**src/rtl/mult_18_arb_pkg.sv**
```systemverilog
// Shared defaults, request bundle type and width check for the
// mult_18 tile arbiter.
package mult_18_arb_pkg;

   localparam int NUM_REQ_DEF = 4;
   localparam int A_W_DEF     = 19;
   localparam int B_W_DEF     = 19;
   localparam int P_W_DEF     = 38;

   typedef struct packed {
      logic                 sign;
      logic [A_W_DEF-1:0]   a;
      logic [B_W_DEF-1:0]   b;
   } req_t;

   // The tile product is the full-width result of a*b.
   function automatic bit p_w_ok(
      input int a_w,
      input int b_w,
      input int p_w
   );
      return p_w == a_w + b_w;
   endfunction

endpackage

```
**src/rtl/mult_18_arbiter_rr_arbiter.sv**
```systemverilog
// Round-robin arbiter: grants the first requester at or after ptr.
// Ports: clk, reset, req[N], advance (grant taken), gnt[N] one-hot, gnt_idx.
module rr_arbiter
   import mult_18_arb_pkg::*;
#(
   parameter int N  = NUM_REQ_DEF,
   parameter int IW = $clog2(N)
) (
   input  logic          clk,
   input  logic          reset,
   input  logic [N-1:0]  req,
   input  logic          advance,
   output logic [N-1:0]  gnt,
   output logic [IW-1:0] gnt_idx
);

   logic [IW-1:0] ptr;
   logic          found;

   always_comb begin
      gnt     = '0;
      gnt_idx = '0;
      found   = 1'b0;
      for (int i = 0; i < N; i++) begin
         int j;
         j = int'(ptr) + i;
         if (j >= N) j = j - N;
         if (!found && req[j]) begin
            found   = 1'b1;
            gnt_idx = IW'(j);
         end
      end
      if (found) gnt[gnt_idx] = 1'b1;
   end

   // Pointer moves past the winner only when its grant is taken.
   always_ff @(posedge clk) begin
      if (reset) begin
         ptr <= '0;
      end else if (advance) begin
         if (int'(gnt_idx) == N - 1) ptr <= '0;
         else                        ptr <= gnt_idx + 1'b1;
      end
   end

endmodule

```
**src/rtl/mult_18_arbiter.sv**
```systemverilog
// Shares one mult_18 tile between NUM_REQ valid/ready requesters.
// Ports: clk, reset, req_* (requester side), mult_18_* (tile side),
// rsp_* (tagged product, valid/ready), busy_cnt (S1 occupancy count).
module mult_18_arbiter
   import mult_18_arb_pkg::*;
#(
   parameter int NUM_REQ = NUM_REQ_DEF,
   parameter int A_W     = A_W_DEF,
   parameter int B_W     = B_W_DEF,
   parameter int P_W     = P_W_DEF,
   parameter int ID_W    = $clog2(NUM_REQ),
   parameter int CNT_W   = 16
) (
   input  logic                   clk,
   input  logic                   reset,
   input  logic [NUM_REQ-1:0]     req_valid,
   output logic [NUM_REQ-1:0]     req_ready,
   input  logic [NUM_REQ-1:0]     req_sign,
   input  logic [NUM_REQ*A_W-1:0] req_a,
   input  logic [NUM_REQ*B_W-1:0] req_b,
   output logic                   mult_18_sign,
   output logic [A_W-1:0]         mult_18_a,
   output logic [B_W-1:0]         mult_18_b,
   input  logic [P_W-1:0]         mult_18_out,
   output logic                   rsp_valid,
   output logic [ID_W-1:0]        rsp_id,
   output logic [P_W-1:0]         rsp_data,
   input  logic                   rsp_ready,
   output logic [CNT_W-1:0]       busy_cnt
);

   if (!p_w_ok(A_W, B_W, P_W)) begin : g_p_w_bad
      $error("P_W must equal A_W + B_W");
   end

   logic               s1_valid;
   logic               s1_sign;
   logic [A_W-1:0]     s1_a;
   logic [B_W-1:0]     s1_b;
   logic [ID_W-1:0]    s1_id;

   logic               s2_load;
   logic               s1_load;
   logic               accept;
   logic [NUM_REQ-1:0] gnt;
   logic [ID_W-1:0]    gnt_idx;
   logic [A_W-1:0]     sel_a;
   logic [B_W-1:0]     sel_b;

   rr_arbiter #(
      .N  (NUM_REQ),
      .IW (ID_W)
   ) u_arb (
      .clk     (clk),
      .reset   (reset),
      .req     (req_valid),
      .advance (accept),
      .gnt     (gnt),
      .gnt_idx (gnt_idx)
   );

   assign s2_load = !rsp_valid || rsp_ready;
   assign s1_load = !s1_valid || s2_load;

   // Grant is only offered when S1 can take it and never in reset.
   assign req_ready = (s1_load && !reset) ? gnt : '0;
   assign accept    = |req_ready;

   assign sel_a = req_a[int'(gnt_idx)*A_W +: A_W];
   assign sel_b = req_b[int'(gnt_idx)*B_W +: B_W];

   // Operand register; an empty S1 holds zeros so the tile sees 0.
   always_ff @(posedge clk) begin
      if (reset) begin
         s1_valid <= 1'b0;
         s1_sign  <= 1'b0;
         s1_a     <= '0;
         s1_b     <= '0;
         s1_id    <= '0;
      end else if (s1_load) begin
         s1_valid <= accept;
         s1_sign  <= accept & req_sign[gnt_idx];
         s1_a     <= accept ? sel_a : '0;
         s1_b     <= accept ? sel_b : '0;
         s1_id    <= accept ? gnt_idx : '0;
      end
   end

   assign mult_18_sign = s1_sign;
   assign mult_18_a    = s1_a;
   assign mult_18_b    = s1_b;

   always_ff @(posedge clk) begin
      if (reset) begin
         rsp_valid <= 1'b0;
         rsp_id    <= '0;
         rsp_data  <= '0;
      end else if (s2_load) begin
         rsp_valid <= s1_valid;
         if (s1_valid) begin
            rsp_id   <= s1_id;
            rsp_data <= mult_18_out;
         end
      end
   end

   always_ff @(posedge clk) begin
      if (reset) begin
         busy_cnt <= '0;
      end else if (s1_valid && busy_cnt != '1) begin
         busy_cnt <= busy_cnt + 1'b1;
      end
   end

endmodule

```
**config.mk**
```make
export PLATFORM = sky130hd
export DESIGN_NAME = mult_18_arbiter
export DESIGN_NICKNAME = d
export VERILOG_FILES = /design/src/rtl/mult_18_arb_pkg.sv /design/src/rtl/mult_18_arbiter_rr_arbiter.sv /design/src/rtl/mult_18_arbiter.sv
export SDC_FILE = /design/constraint.sdc
export NUM_CORES = 1
export LEC_CHECK = 0
export CAP_MARGIN = 25
export CORE_UTILIZATION = 30
export DETAILED_ROUTE_END_ITERATION = 16
export PLACE_DENSITY_LB_ADDON = 0.1
export SLEW_MARGIN = 15
export SYNTH_ARGS = -nofsm -noshare
export SYNTH_HDL_FRONTEND = slang
export SYNTH_SLANG_ARGS = --single-unit
```
**constraint.sdc**
```tcl
create_clock -name clk -period 5.2 [get_ports clk]
set_input_delay 1.04 -clock clk [delete_from_list [all_inputs] [get_ports clk]]
set_output_delay 1.04 -clock clk [all_outputs]
set_load 0.03 [all_outputs]
```
Word level (Yosys, flattened, before mapping)
Index checks and enable logic that the tools add are counted.
W data, S select, Z words.
{"block": "op_classes", "addsub": 9, "n_mul": 1, "div": 0, "order_cmp": 10, "n_eq_ne": 2, "shifts": 2, "muxes": 34, "bitwise_logic": 1, "reduce_logical": 16}
{"operator": "$lt A32 B4 Y1 const B", "count": 4}
{"operator": "$mux W32", "count": 4}
{"operator": "$ge A32 B4 Y1 const B", "count": 3}
{"operator": "$sub A32 B4 Y32 const B", "count": 3}
{"operator": "$shiftx A76 B32 Y19", "count": 1}
{"operator": "$shiftx A76 B8 Y19", "count": 1}
{"operator": "$mux W19", "count": 2}
{"operator": "$add A16 B1 Y16 const B", "count": 1}
{"operator": "$ne A16 B16 Y1 const B", "count": 1}
{"operator": "$mux W1", "count": 14}
{"operator": "$mux W2", "count": 6}
{"operator": "$bmux W1 S2", "count": 5}
{"operator": "$mux W4", "count": 2}
{"operator": "$mul A2 B5 Y7 const B", "count": 1}
{"operator": "$add A2 B2 Y3 const B", "count": 2}
{"operator": "$logic_and A1 B1 Y1", "count": 6}
{"operator": "$logic_not A1 Y1", "count": 6}
{"operator": "$reduce_or A4 Y1", "count": 1}
{"operator": "$sub A2 B3 Y4 const B", "count": 1}
{"operator": "$add A2 B1 Y3 const B", "count": 1}
{"operator": "$ge A2 B3 Y1 const B", "count": 1}
{"operator": "$lt A2 B3 Y1 const B", "count": 1}
{"operator": "$add A2 B1 Y2 const B", "count": 1}
{"operator": "$demux W1 S2", "count": 1}
{"operator": "other kinds (5)", "count": 6}
{"block": "totals", "reg_bits": 101, "latchBits": 0, "mem_bits_rw": 0, "rom_bits": 0, "in_bits": 201, "out_inout_bits": 100, "word_cells": 85, "mem_count": 0}

Longest topological paths before layout
{"block": "depth", "depth_word": 23, "depth_mapped": 9, "mapped_depth_nobuf": 7}

Cells and area by module
A second synthesis with hierarchy kept.
{"block": "unflattened", "cells_unflattened": 500, "hier_area_um2": 4903.5}
{"mod": "mult_18_arbiter", "n_inst": 1, "cells_per_inst": 471, "area_each_um2": 4630.7, "seq_area_each_um2": 1981.9}
{"mod": "rr_arbiter", "n_inst": 1, "cells_per_inst": 29, "area_each_um2": 272.8, "seq_area_each_um2": 40.0}

Least setup slack after synthesis
Ideal clock, no wire load.
{"block": "synth_timing", "path_type": "input-to-output", "startpoint": "input req_valid[2]", "endpoint": "output req_ready[0]", "arrival_time_ns": 2.377, "t_required_ns": 4.160, "slack_ns": 1.783, "cell_stages": 6, "cell_sequence": "nor2b_2 > a21boi_1 > o32ai_2 > nand2_1 > buf_2 > nor2_1"}
{"block": "synth_via", "elab_chain_len": 19}
{"item": "start: declaration", "line_no": "mult_18_arbiter.sv:16", "source": "input logic [NUM_REQ-1:0] req_valid,"}
{"item": "$bmux W1 S2", "line_no": "mult_18_arbiter_rr_arbiter.sv:28", "source": "if (!found && req[j]) begin"}
{"item": "$mux W1 (not written as such) (2 in a row)", "line_no": "mult_18_arbiter_rr_arbiter.sv:28"}
{"item": "$mux W1", "line_no": "mult_18_arbiter_rr_arbiter.sv:28"}
{"item": "$logic_not A1 Y1", "line_no": "mult_18_arbiter_rr_arbiter.sv:28"}
{"item": "$logic_and A1 B1 Y1", "line_no": "mult_18_arbiter_rr_arbiter.sv:28"}
{"item": "$mux W1", "line_no": "mult_18_arbiter_rr_arbiter.sv:28"}
{"item": "$logic_not A1 Y1", "line_no": "mult_18_arbiter_rr_arbiter.sv:28"}
{"item": "$logic_and A1 B1 Y1", "line_no": "mult_18_arbiter_rr_arbiter.sv:28"}
{"item": "[... 2 more ...]"}
{"item": "$logic_and A1 B1 Y1", "line_no": "mult_18_arbiter_rr_arbiter.sv:28"}
{"item": "$mux W2", "line_no": "mult_18_arbiter_rr_arbiter.sv:28"}
{"item": "$lt A2 B3 Y1 (not written as such) or $ge A2 B1 Y1 (tied branches)", "line_no": "mult_18_arbiter_rr_arbiter.sv:33", "source": "if (found) gnt[gnt_idx] = 1'b1;"}
{"item": "$logic_and A1 B1 Y1 (not written as such)", "line_no": "mult_18_arbiter_rr_arbiter.sv:33"}
{"item": "$mux W1 (not written as such)", "line_no": "mult_18_arbiter_rr_arbiter.sv:33"}
{"item": "$demux W1 S2"}
{"item": "$mux W4 *", "line_no": "mult_18_arbiter_rr_arbiter.sv:33"}
{"item": "$mux W4 *", "line_no": "mult_18_arbiter.sv:66", "source": "assign req_ready = (s1_load && !reset) ? gnt : '0;"}
{"item": "end: declaration", "line_no": "mult_18_arbiter.sv:17", "source": "output logic [NUM_REQ-1:0] req_ready,"}
Mark *: on every way between the ends. The rest lies on a longest branch, timed or not. The select of a mux whose other input is x is not followed.

Worst setup path after layout
{"block": "layout_timing", "startpoint": "input req_valid[1]", "endpoint": "output req_ready[3]"}
Same word-level chain as after synthesis.

==> summary.md <==
| Metric | Value |
|---|---|
| Status | `complete, no violations` |
| Chip Height | `127 um` |
| Initial antenna violation count | `0` |
| Placed cell area | `around 0.0078 mm2` |
| Io pins | `301` |
| H-tree depth | `3` |
| Arr. time, crit path | `around 3300 ps` |
| Number of synthesized flops with an enable pin | `0` |
| Synth Instances | `523` |
| Setup slack, reg-to-reg | `2390 ps` |
| Worst r2r dst | `mult_18_sign$_SDFFE_PP0N_` |
| Largest net degree at the start of global routing | `60` |
| WP data required | `4160 ps` |
| TritonCTS Buffers | `9` |
| DRC viols | `0` |
| Vias | `just under 5,000` |
| PostCTS Resize Cnt | `0` |
| Synth warn | `0` |
| Class of the worst hold path | `flip-flop to flip-flop` |
| Slew Limit Fails | `0` |
| Worst IR Drop VDD | `0.262 mV` |
| Share of cells above drive strength 1 | `0.0420` |
| Hold depth | `2` |
| Rows | `45` |
| Syn nets | `a little over 700` |
| Routed len/inst | `16.1 um` |
| Final Hold Viols | `0` |
| NumNets Final | `approximately 1,000` |
| Crit-path leading delay family | `buffers and inverters` |
| Setup tns final | `0 ps` |
| Slew @ Worst Pin | `~800 ps` |
| Layout area overhead | `73.0%` |
| Syn_area_per_cell | `approximately 9.0 um2` |
| Hold bufs inserted after CTS | `0` |
| Worst Setup End Kind | `output pin` |
| Unrepaired setup endpoints after global routing | `no` |
| Fin crit share | `0.824` |
| Slowest Stage Delay on Critical Path | `670 ps` |
| Crit path buffers/inverters | `3` |
| Vias per inst | `between 4 and 5` |
| Clock sink count | `between 100 and 150` |
| Hold_sp | `s1_id[1]$_SDFFE_PP0N_` |
| Hold Path Sink | `s1_id[1]$_SDFFE_PP0N_` |
| All-Layer GR Usage | `0.197` |
| Worst slew margin | `0.464` |
| Pwr Density | `360 mW/mm2` |
| Tmin final | `between 4000 and 5000 ps` |
| Crit path launch type | `input pin` |
| GR Overflow Total | `0` |
| Commonest cells after routing, fill and taps aside | `clkdlybuf4s50_1 (299), nand2_1 (130), dfxtp_1 (101)` |
| Synth cell types | `47` |
| Sequential area share after synthesis | `0.429` |
| Mapped Area | `0.00471 mm2` |
| Final HPWL DP | `12,200 um` |
| Final setup viols | `0` |
| CTS max path bufs | `2` |
| Post-CTS Setup Inserts | `0` |
| Clock Root Buffer | `clkbuf_16` |
| Seq cells post-synth | `101` |
| Reg clk slew, reported paths | `70 ps` |
| Worst Hold Margin | `about 450 ps` |
| IO buf count | `300` |
| CP Depth | `8` |
| Core area | `between 0.015 and 0.02 mm2` |
| DRT Pass-1 Iters | `4` |
| Routed Antenna Nets | `0` |
| Fin area | `between 0.008 and 0.009 mm2` |
| F_max | `around 230 MHz` |
| Vias in the first global route | `4,810` |
| Critical path's slowest cell | `clkdlybuf4s50_1` |
| FF-to-FF path depth | `7` |
| Pleak | `between 3 and 4 nW` |
| Reg2Reg Launch Point | `u_arb.ptr[0]$_SDFFE_PP0P_` |
| CP max FO | `6` |
| Start point of the critical path | `req_valid[1]` |
| Worst skew pair latency | `350 ps` |
| # diodes | `0` |
| Commonest non-fill, non-tap cell in the layout | `clkdlybuf4s50_1` |
| Fill count | `1,401` |
| Drt first-iter violations | `164` |
| Most common cell on crit path | `clkdlybuf4s50_1` |
| Async SR Flop Fraction | `0` |
| Die span in x | `between 100 and 150 um` |
| Placer Congestion | `approximately 0.8` |
| CP cell instances | `clkdlybuf4s50_1 > nor2_1 > nor4_4 > a31oi_4 > inv_1 > ha_1 > and2_1 > clkdlybuf4s50_1` |
| Kind of critical path | `input pin to output pin` |
| Max-Cap Viols | `0` |
| CTS tree | `built` |
| Total Power | `2.93 mW` |
| Initial Utilization | `0.309` |
| Full die area | `around 0.016 mm2` |
| Max Clock Skew | `6.59 ps` |
| Final WL | `16,400 um` |
| Top FF cell, synth | `dfxtp_1` |
| First-pass GRT wire length | `24,800 um` |
==> registers in the layout, summed over array words and instances, names as in the netlist, 2 cells and up <==
name and count:
mult_18_b 19, rsp_id 2, mult_18_a 19, rsp_data 38, busy_cnt 16, u_arb.ptr 2, s1_id 2
==> routing by layer <==
| metal | share of wire | vias up | routed length, um | GRT usage |
|---|---|---|---|---|
| li1 | - | 2430 | - | - |
| met1 | 0.40 | 2258 | 6590 | 0.222 |
| met2 | 0.50 | 178 | 8210 | 0.347 |
| met3 | 0.072 | 25 | 1180 | 0.0540 |
| met4 | 0.025 | 0 | 408 | 0.0854 |
| met5 | 0 | - | 0 | 0 |
==> kinds of logic after synthesis <==
logic type                 count (synthesis)  synth area share
xor gates and xnor gates                  11            0.0205
AOI/OAI and AO/OA                        101             0.154
adders and majority gates                  2           0.00531
muxes                                     80             0.170
buffers and inverters                     42            0.0499
DFF                                      101             0.429
and+or+nand+nor                          186             0.171
==> worst max-delay path by stage <==
stage,endpoint,slack (ps)
finish,req_ready[3],910
global route,req_ready[3],790
CTS,req_ready[3],930
detailed placement,req_ready[3],960
global placement,req_ready[3],1030
floorplan,req_ready[0],1780
==> final cells by class <==
type                       instances  area (um2)  share of cell area
tap                              211         264              0.0324
inverter                           4        15.0             0.00184
clock buffer                      10         239              0.0293
clock inverter                     6        77.6             0.00952
timing repair buffer             308        3070               0.377
multi-input combinational        380        2460               0.302
sequential                       101        2020               0.248
==> worst register-to-register path: cells and delay by family, from the launching register on <==
family,cells,cell delay [ps]
AO/OA/AOI/OAI,3,510
flip-flops,1,340
AND/OR/NAND/NOR,1,230
multiplexers,1,340
buffers and inverters,2,1250
==> where the power goes <==
| part | internal (mW) | switching [mW] |
|---|---|---|
| Clock | 0.397 | 0.316 |
| Sequential | 0.907 | 0.0767 |
| Combinational | 0.578 | 0.656 |
==> synthesized netlist by cell type (all sizes together), types with 4 or more instances <==
cell type | n | area, um2
a21oi | 45 | 225
buf | 21 | 156
clkbuf | 17 | 63.8
dfxtp | 101 | 2020
inv | 4 | 15.0
mux2i | 79 | 791
nand2 | 130 | 488
nand3 | 5 | 25.0
nand4 | 6 | 37.5
nor2 | 23 | 86.3
nor2b | 5 | 33.8
o221ai | 39 | 342
xnor2 | 5 | 43.8
xor2 | 6 | 52.6
==> through the flow <==
step	instances	util	setup WS, ps
2_1_floorplan	523	-	1780
3_3_place_gp	1003	0.512	1030
3_5_place_dp	1004	0.513	957
4_1_cts	1020	0.534	933
5_1_grt	1020	0.534	791
6_report	1020	0.534	913
Power figures use the tool's default switching activity.
